--- config.mk ---
export PLATFORM = sky130hd
export DESIGN_NAME = mem_port_arbiter
export DESIGN_NICKNAME = d
export VERILOG_FILES = /design/src/rtl/mem_port_arbiter.sv
export SDC_FILE = /design/constraint.sdc
export NUM_CORES = 1
export LEC_CHECK = 0
export BUFFER_PORTS_ARGS = -buffer_cell sky130_fd_sc_hd__buf_2
export CAP_MARGIN = 5
export CELL_PAD_IN_SITES_DETAIL_PLACEMENT = 1
export CELL_PAD_IN_SITES_GLOBAL_PLACEMENT = 1
export CORE_ASPECT_RATIO = 0.5
export CORE_UTILIZATION = 16
export CTS_CLUSTER_DIAMETER = 150
export DETAILED_ROUTE_END_ITERATION = 10
export GPL_TIMING_DRIVEN = 0
export PLACE_DENSITY = 0.83
export SLEW_MARGIN = 20
export SYNTH_ARGS = -nofsm -noshare
export SYNTH_HDL_FRONTEND = slang
export SYNTH_SLANG_ARGS = --single-unit
--- constraint.sdc ---
create_clock -name clk -period 1.7 [get_ports clk]
set_clock_uncertainty 0.1 [all_clocks]
set_input_delay 0.17 -clock clk [delete_from_list [all_inputs] [get_ports clk]]
set_output_delay 0.17 -clock clk [all_outputs]
set_load 0.1 [all_outputs]
--- src/rtl/mem_port_arbiter.sv ---
// Round-robin arbiter sharing one memory port between two requesters.
// In-order responses are steered back through a small ID FIFO.
module mem_port_arbiter #(
  parameter int MEM_W   = 32,
  parameter int MAX_OUT = 2
) (
  input  logic                         clk,
  input  logic                         rst,
  input  logic                         m0_req_i,
  output logic                         m0_gnt_o,
  input  logic [31:0]                  m0_addr_i,
  input  logic                         m0_we_i,
  input  logic [MEM_W/8-1:0]           m0_be_i,
  input  logic [MEM_W-1:0]             m0_wdata_i,
  output logic                         m0_rvalid_o,
  output logic                         m0_err_o,
  output logic [MEM_W-1:0]             m0_rdata_o,
  input  logic                         m1_req_i,
  output logic                         m1_gnt_o,
  input  logic [31:0]                  m1_addr_i,
  input  logic                         m1_we_i,
  input  logic [MEM_W/8-1:0]           m1_be_i,
  input  logic [MEM_W-1:0]             m1_wdata_i,
  output logic                         m1_rvalid_o,
  output logic                         m1_err_o,
  output logic [MEM_W-1:0]             m1_rdata_o,
  output logic                         s_req_o,
  input  logic                         s_gnt_i,
  output logic [31:0]                  s_addr_o,
  output logic                         s_we_o,
  output logic [MEM_W/8-1:0]           s_be_o,
  output logic [MEM_W-1:0]             s_wdata_o,
  input  logic                         s_rvalid_i,
  input  logic                         s_err_i,
  input  logic [MEM_W-1:0]             s_rdata_i,
  output logic [$clog2(MAX_OUT+1)-1:0] outstanding_o,
  output logic                         spurious_rsp_o
);

  localparam int CW = $clog2(MAX_OUT + 1);
  localparam int PW = (MAX_OUT > 1) ? $clog2(MAX_OUT) : 1;

  logic [CW-1:0]      cnt_q, cnt_d;
  logic [PW-1:0]      wp_q, wp_d;
  logic [PW-1:0]      rp_q, rp_d;
  logic [MAX_OUT-1:0] id_q, id_d;
  logic               prio_q, prio_d;
  logic               lock_q, lock_d;
  logic               lid_q, lid_d;
  logic               spur_q, spur_d;

  logic sel, full, has, s_req, xfer, pop, head;

  function automatic logic [PW-1:0] inc(input logic [PW-1:0] p);
    return (p == PW'(MAX_OUT - 1)) ? '0 : p + 1'b1;
  endfunction

  // A locked selection wins over round-robin until its transfer lands.
  always_comb begin
    if (lock_q)
      sel = lid_q;
    else if (m0_req_i & m1_req_i)
      sel = prio_q;
    else
      sel = m1_req_i;
  end

  assign full  = (cnt_q == CW'(MAX_OUT));
  assign has   = (cnt_q != '0);
  assign s_req = rst & (m0_req_i | m1_req_i) & ~full;
  assign xfer  = s_req & s_gnt_i;
  assign pop   = s_rvalid_i & has;
  assign head  = id_q[rp_q];

  always_comb begin
    cnt_d  = cnt_q;
    wp_d   = wp_q;
    rp_d   = rp_q;
    id_d   = id_q;
    prio_d = prio_q;
    lock_d = lock_q;
    lid_d  = lid_q;
    spur_d = spur_q;
    if (xfer) begin
      id_d[wp_q] = sel;
      wp_d       = inc(wp_q);
      prio_d     = ~sel;
      lock_d     = 1'b0;
    end else if (s_req) begin
      lock_d = 1'b1;
      lid_d  = sel;
    end
    if (pop)
      rp_d = inc(rp_q);
    if (xfer & ~pop)
      cnt_d = cnt_q + 1'b1;
    else if (pop & ~xfer)
      cnt_d = cnt_q - 1'b1;
    if (s_rvalid_i & ~has)
      spur_d = 1'b1;
  end

  always_ff @(posedge clk or negedge rst) begin
    if (!rst) begin
      cnt_q  <= '0;
      wp_q   <= '0;
      rp_q   <= '0;
      id_q   <= '0;
      prio_q <= 1'b0;
      lock_q <= 1'b0;
      lid_q  <= 1'b0;
      spur_q <= 1'b0;
    end else begin
      cnt_q  <= cnt_d;
      wp_q   <= wp_d;
      rp_q   <= rp_d;
      id_q   <= id_d;
      prio_q <= prio_d;
      lock_q <= lock_d;
      lid_q  <= lid_d;
      spur_q <= spur_d;
    end
  end

  assign s_req_o   = s_req;
  assign s_addr_o  = sel ? m1_addr_i  : m0_addr_i;
  assign s_we_o    = sel ? m1_we_i    : m0_we_i;
  assign s_be_o    = sel ? m1_be_i    : m0_be_i;
  assign s_wdata_o = sel ? m1_wdata_i : m0_wdata_i;
  assign m0_gnt_o  = xfer & ~sel;
  assign m1_gnt_o  = xfer & sel;

  assign m0_rvalid_o = pop & ~head;
  assign m1_rvalid_o = pop & head;
  assign m0_err_o    = m0_rvalid_o & s_err_i;
  assign m1_err_o    = m1_rvalid_o & s_err_i;
  assign m0_rdata_o  = {MEM_W{m0_rvalid_o}} & s_rdata_i;
  assign m1_rdata_o  = {MEM_W{m1_rvalid_o}} & s_rdata_i;

  assign outstanding_o  = cnt_q;
  assign spurious_rsp_o = spur_q;

endmodule

==> results of run 1 <==
==> worst min-delay path by stage <==
stage,depth (start not counted),startpoint,to
6_report,2,s_rvalid_i,spurious_rsp_o$_DFFE_PN0P_
5_1_grt,2,s_rvalid_i,spurious_rsp_o$_DFFE_PN0P_
4_1_cts,2,s_rvalid_i,spurious_rsp_o$_DFFE_PN0P_
3_5_place_dp,1,rst,outstanding_o[1]$_DFFE_PN0P_
3_3_place_gp,1,rst,spurious_rsp_o$_DFFE_PN0P_
2_1_floorplan,0,rst,id_q[0]$_DFFE_PN0P_
==> metal layers <==
| layer | track usage [%] | part of all wire, % | vias to the layer above |
|---|---|---|---|
| met5 | 0 | 0 | - |
| met4 | 7.45 | 3.5 | 0 |
| met3 | 2.78 | 4.1 | 40 |
| met2 | 50.4 | 59 | 142 |
| met1 | 23.2 | 34 | 1545 |
| li1 | - | - | 1391 |
==> power by group through the flow <==
| stage | sequential (µW) | clock, µW | combinational, µW |
|---|---|---|---|
| 4_1_cts | 459 | 488 | 15300 |
| 3_5_place_dp | 481 | 0 | 11300 |
| 6_report | 504 | 485 | 16700 |
| 2_1_floorplan | 642 | 0 | 9690 |
| 5_1_grt | 506 | 502 | 17000 |
| 3_3_place_gp | 472 | 0 | 11200 |
==> cell families after synthesis <==
logic type,count (synthesis)
and+or+nand+nor,83
muxes,74
buffers and inverters,15
DFF,10
xor gates and xnor gates,5
AOI/OAI and AO/OA,4
adders and majority gates,1
==> registers in the layout, summed over array words and instances, names as in the netlist <==
signal / cells
rp_q: 1
lid_q: 1
spurious_rsp_o: 1
lock_q: 1
id_q: 2
prio_q: 1
outstanding_o: 2
wp_q: 1
==> through the flow <==
step                total power [µW]  instance area, µm²  TNS [ns]
finish                         17700                7080    -44.50
global route                   18000                7080    -50.40
CTS                            16300                6570    -41.24
detailed placement             11800                4140    -37.80
global placement               11600                4140    -35.52
floorplan                      10300                2330    -11.10
==> cells in the mapped netlist, types with 2 or more instances <==
cell type	number	area [µm²]
nor4b_2	2	30.0
xor2_1	3	26.3
mux2_4	40	601
clkbuf_2	4	20.0
o21ai_2	2	17.5
buf_6	2	22.5
xnor2_1	2	17.5
nor2b_2	2	17.5
buf_4	2	15.0
mux2_1	4	45.0
mux2_2	28	315
and2_1	67	419
nor2_1	3	11.3
buf_12	4	80.1
buf_2	2	10.0
dfrtp_1	10	250
nand2_1	2	7.51
==> cells in the final DEF, fill, tap and decap left out, types with 2 or more instances in the layout <==
cell	synthesis	final
dfrtp_4	0	2
buf_6	2	15
nor2b_4	1	3
o21ai_4	0	2
xor2_1	3	2
diode_2	0	2
mux2_4	40	71
nor2_2	0	2
dfrtp_1	10	8
clkbuf_16	0	9
and2_4	0	67
buf_12	4	150
buf_4	2	13
nor4b_4	0	2
buf_2	2	179
buf_8	0	8
==> area by class of cell <==
cell class	instances	share of cell area, %
repair buffers	360	59.5
multi-input cells	167	28.8
plain buffers	13	3.68
flip-flops and latches	10	3.64
well taps	165	2.92
clock buffers	4	1.26
diodes	2	0.0707
inverters	1	0.0531
==> worst reg2reg max path, stage by stage (launching register included) <==
cell	delay (ns)
dfrtp_4	0.49
buf_6	0.13
nor2b_4	0.13
nor3_4	0.22
buf_6	0.17
ha_4	0.14
xor2_2	0.15
nor2_2	0.06
xor2_1	0.15
==> timing repair <==
item | 4_1_cts | 5_1_grt
pin swaps | 19 | 26
endpoints found under the hold margin | 10 | 0
gates cloned | 6 | 4
resized for setup | 558 | 85
setup endpoints to repair | 141 | 145
setup buffers | 19 | 13
hold buffers | 1 | 0
==> metrics.md, run 1 <==
| Metric | Value |
|---|---|
| Crit Path Category | flop to output pin |
| Post-Synth XOR/XNOR Area | 2.15% |
| Core Box Area | 12100 µm² |
| CTS tree | built |
| Initial core utilization | roughly 17% |
| Kind of cell adding the most delay to the critical path | buffers and inverters |
| CP most frequent cell | buf_12 |
| P_leak | 0.00347 µW |
| Initial antenna violation count | 2 |
| GR Overflow Total | 0 |
| Mapped Cells | 192 |
| Reg2reg start | outstanding_o[1]$_DFFE_PN0P_ |
| Switching part of the total | between 50% and 60% |
| Synth Area in Compound Gates | 1.72% |
| Area of the die | 13200 µm² |
| DP HPWL | 9.82 mm |
| FF+latch count, synth | 10 |
| Syn_area_per_cell | 10.6 µm² |
| EDFF count, synth | 0 |
| DP Cell Count | 676 |
| Hold WS | 0.118 ns |
| Cell depth of the worst setup path | 6 |
| Row count | 28 |
| FMAX | about 0.48 GHz |
| H-tree depth | 1 |
| Setup violators final | 144 |
| WL final | 17.9 mm |
| MaxCap Viol Count | 0 |
| Slew Limit Fails | 0 |
| Drt first pass iters | 4 |
| CTS root buffer | clkbuf_16 |
| Crit path capture | s_be_o[0] |
| Cells on worst reg2reg path | 8 |
| Clock slew at reported path FFs | 0.05 ns |
| Core Util, Final | 58.4% |
| Hold Vio Cnt, Final | 0 |
| Critical path data arrival time | 1.82 ns |
| Mux contribution to synthesized area | 48.3% |
| Main synth FF type | dfrtp_1 |
| Slack of the critical path | -0.387 ns |
| Critical path startpoint | lock_q$_DFFE_PN0P_ |
| Ys async rst share | 100% |
| Sequential share of power | 2.9% |
| Drt drc | 0 |
| Skew-Pair Late Insertion Delay | 0.24 ns |
| Fillers | 1233 |
| Largest net degree at the start of global routing | 11 |
| Register area share after synthesis | 12.3% |
| Internal power | 7500 µW |
| Slowest CP cell | dfrtp_1 |
| Largest family of logic cells by synthesized area | multiplexers |
| CTS sink count | 10 |
| Max IR drop VDD | around 0.99 mV |
| IO Pins | 320 |
| Die width | 162 µm |
| Synth-to-layout area growth | 247% |
| Worst slack, placed | -0.519 ns |
| Synth Warn # | 0 |
| Switching power | 10200 µW |
| Vias/cell | around 4.3 |
| R2R setup slack | -0.17 ns |
| CP cell instances | nand2b_4, o21ai_4, buf_12, buf_12, mux2_4, buf_12 |
| Hold crit path type | primary input to flop |
| Vias in the first global route | between 3000 and 4000 |
| Max-slew headroom | 57.0% |
| Post-layout min period | 2.09 ns |
| Clk buf depth | 2 |
| Die Y | between 80 and 90 µm |
| Syn_nets | 370 |
| Reg area | between 200 and 300 µm² |
| Clock power frac | under 10% |
| Synthesized area | 2040 µm² |
| Failing checks | negative setup slack |
| Worst reg2reg endpoint | outstanding_o[1]$_DFFE_PN0P_ |
| RSZ-0062 raised after global routing | yes |
| Outcome | finished, violations left |
| Port buffer count | 319 |
| Measured slew at the worst slew-check pin | 0.644 ns |
| Multi-input logic area | 2040 µm² |
| Synth Area in Adders | 0.614% |
| Routability cong. | 0.824 |
| Comb power frac | 94.4% |
| Ratio of cells with drive above 1 in the final layout | between 90% and 100% |
| All-Layer GR Usage | 23.2% |
| WP buf/inv | 3 |
| Worst Path Max Fanout | 10 |
| Final layout net count | 734 |
| CP startpoint kind | flop |
| First DRT Iteration DRCs | 46 |
| Via count | ~3100 |
| CP max stage delay | 0.40 ns |
| Final std cells w/o fill | between 700 and 800 |
| Critical Path RT | ~1.4 ns |
| PD cells | 2500 nW/µm² |
| First-pass GRT wire length | 22.3 mm |
| Antenna viol nets, final | 0 |
| Final worst path period share | 123% |
| Crit end category | output pin |
| Num CTS Buffers | 3 |
| Wire per inst | 24.7 µm |
| Simple-Gate Fraction of Synth Area | 27.5% |
| Yosys cell types | 30 |
Note: power is estimated with default switching activity, not from simulation.
==> run 2: changes to the inputs <==
Settings changed: CORE_AREA set to 2 2 123 125, CORE_ASPECT_RATIO 0.5 to unset, CORE_UTILIZATION 16 to unset, DIE_AREA set to 0 0 125 127, PLACE_DENSITY 0.83 to 0.73.
Clock period 1.7 ns to 2.4 ns, I/O delays scaled along.
==> metrics.md, run 2 (synthesized netlist as in run 1, its figures left out) <==
| Metric | Value |
|---|---|
| Fillers | 1796 (+46%) |
| RSZ-0062 raised after global routing | no |
| Antenna viol nets, final | 0 (unchanged) |
| Final std cells w/o fill | 700 (-3.0%) |
| Skew-Pair Late Insertion Delay | 0.24 ns (about the same) |
| Slowest CP cell | buf_2 |
| Routability cong. | 0.789 (-4.2%) |
| Synth-to-layout area growth | 105% |
| DP Cell Count | 695 (+2.8%) |
| Vias in the first global route | 3000 (-15%) |
| CP max stage delay | 0.41 ns (about the same) |
| Core Box Area | 14400 µm² (+19%) |
| Die width | 125 µm (-23%) |
| Initial antenna violation count | 0 (-2) |
| Final worst path period share | 95.9% |
| R2R setup slack | 0.60 ns (+0.77 ns) |
| Largest net degree at the start of global routing | 11 (unchanged) |
| Drt first pass iters | 3 (-1) |
| Clock slew at reported path FFs | 0.04 ns (about the same) |
| FMAX | 0.434 GHz |
| CTS sink count | 10 (unchanged) |
| CP cell instances | mux2i_2, nor2b_4, buf_4, and2_2, buf_2 |
| Crit Path Category | flop to output pin |
| Commonest non-fill, non-tap cell in the layout | buf_2 |
| Clk buf depth | 2 (unchanged) |
| Measured slew at the worst slew-check pin | 0.702 ns (+0.0583 ns) |
| MaxCap Viol Count | 0 (unchanged) |
| CTS root buffer | clkbuf_16 |
| First DRT Iteration DRCs | 56 (+22%) |
| Setup violators final | 0 (-100%) |
| CTS tree | built |
| Final layout net count | 695 (-5.3%) |
| Num CTS Buffers | 3 (unchanged) |
| First-pass GRT wire length | 16.2 mm (-28%) |
| Die Y | 127 µm (+55%) |
| All-Layer GR Usage | 12.7% (-10 points) |
| DP HPWL | 9.96 mm (+1.5%) |
| Vias/cell | 3.98 (-7.9%) |
| Hold crit path type | primary input to flop |
| Post-CTS Setup Bufs | 0 (-19) |
| H-tree depth | 1 (unchanged) |
| Outcome | completed |
| CP startpoint kind | flop |
| WL final | 11.2 mm (-37%) |
| Post-layout min period | 2.30 ns |
| Area of the die | 15900 µm² (+20%) |
| Worst Path Max Fanout | 10 (unchanged) |
| Most frequent cells in the layout | buf_2 (256), and2_1 (49), clkbuf_4 (44) |
| Crit end category | output pin |
| # diodes | 0 (-2) |
| Wire per inst | 16.0 µm (-35%) |
| GR Overflow Total | 0 (unchanged) |
| Port buffer count | 319 (unchanged) |
| Max-slew headroom | 53.0% (-4.0 points) |
| Critical Path RT | 2.06 ns (+0.63 ns) |
| Critical path data arrival time | 1.96 ns (+0.14 ns) |
| Drt drc | 0 (unchanged) |
| IO Pins | 320 (unchanged) |
| Ratio of cells with drive above 1 in the final layout | 84.9% (-12 points) |
| Hold Vio Cnt, Final | 0 (unchanged) |
| Initial core utilization | 14.1% (-2.7 points) |
| Slew Limit Fails | 0 (unchanged) |
| Via count | 2783 (-11%) |
| Row count | 44 (+57%) |
==> run 2: final cells by class <==
type	instances	area (µm²)	area share, %
timing repair buffer	320	1770	42.3
multi-input combinational	167	1680	40.3
sequential	10	253	6.05
tap	184	230	5.51
buffer	14	159	3.81
clock buffer	4	78.8	1.89
inverter	1	3.75	0.0899
==> run 2: critical path: cells and delay by family, from the launching register on <==
| family | cells | cell delay, ns |
|---|---|---|
| muxes | 1 | 0.32 |
| buffers and inverters | 2 | 0.60 |
| and+or+nand+nor | 2 | 0.42 |
| DFF | 1 | 0.38 |
==> run 2: worst paths after layout <==
check / startpoint / end / depth (start not counted)
max reg2reg: outstanding_o[0]$_DFFE_PN0P_ / outstanding_o[1]$_DFFE_PN0P_ / 6
max in group asynchronous: rst / outstanding_o[1]$_DFFE_PN0P_ / 2
max: rp_q$_DFFE_PN0P_ / m0_rdata_o[22] / 5
min: s_rvalid_i / spurious_rsp_o$_DFFE_PN0P_ / 2
min in group asynchronous: rst / spurious_rsp_o$_DFFE_PN0P_ / 2
min reg2reg: spurious_rsp_o$_DFFE_PN0P_ / spurious_rsp_o$_DFFE_PN0P_ / 1
==> run 2: timing repair <==
item	4_1_cts	5_1_grt
hold buffers	1	0
hold endpoints to repair	10	0
resized for setup	21	48
setup endpoints to repair	53	55
==> run 2: per-layer routing <==
| layer | part of all wire, % | GRT usage (%) | wire length [µm] |
|---|---|---|---|
| met1 | 38 | 14.3 | 4240 |
| met2 | 54 | 25.2 | 6060 |
| met3 | 7.9 | 2.97 | 880 |
| met4 | 0.21 | 1.18 | 24 |
| met5 | 0 | 0 | 0 |
==> run 2: metrics by stage <==
step                      cell area (µm²)  worst slack, ns  utilization, %  TNS [ns]  hold WS [ns]
final                                4180           0.0983            28.9         0         0.134
after global routing                 4180          0.00298            28.9         0         0.144
after CTS                            4050         0.000804            28.1         0         0.131
after detailed placement             3910            0.178            27.1         0        0.0456
after global placement               3910            0.148            27.1         0        0.0336
after floorplan                      2080           -0.115               -     -1.03        -0.156
Power of run 2 is not shown: default switching activity piles up to over one toggle a cycle in this logic, so the estimate is an artifact.
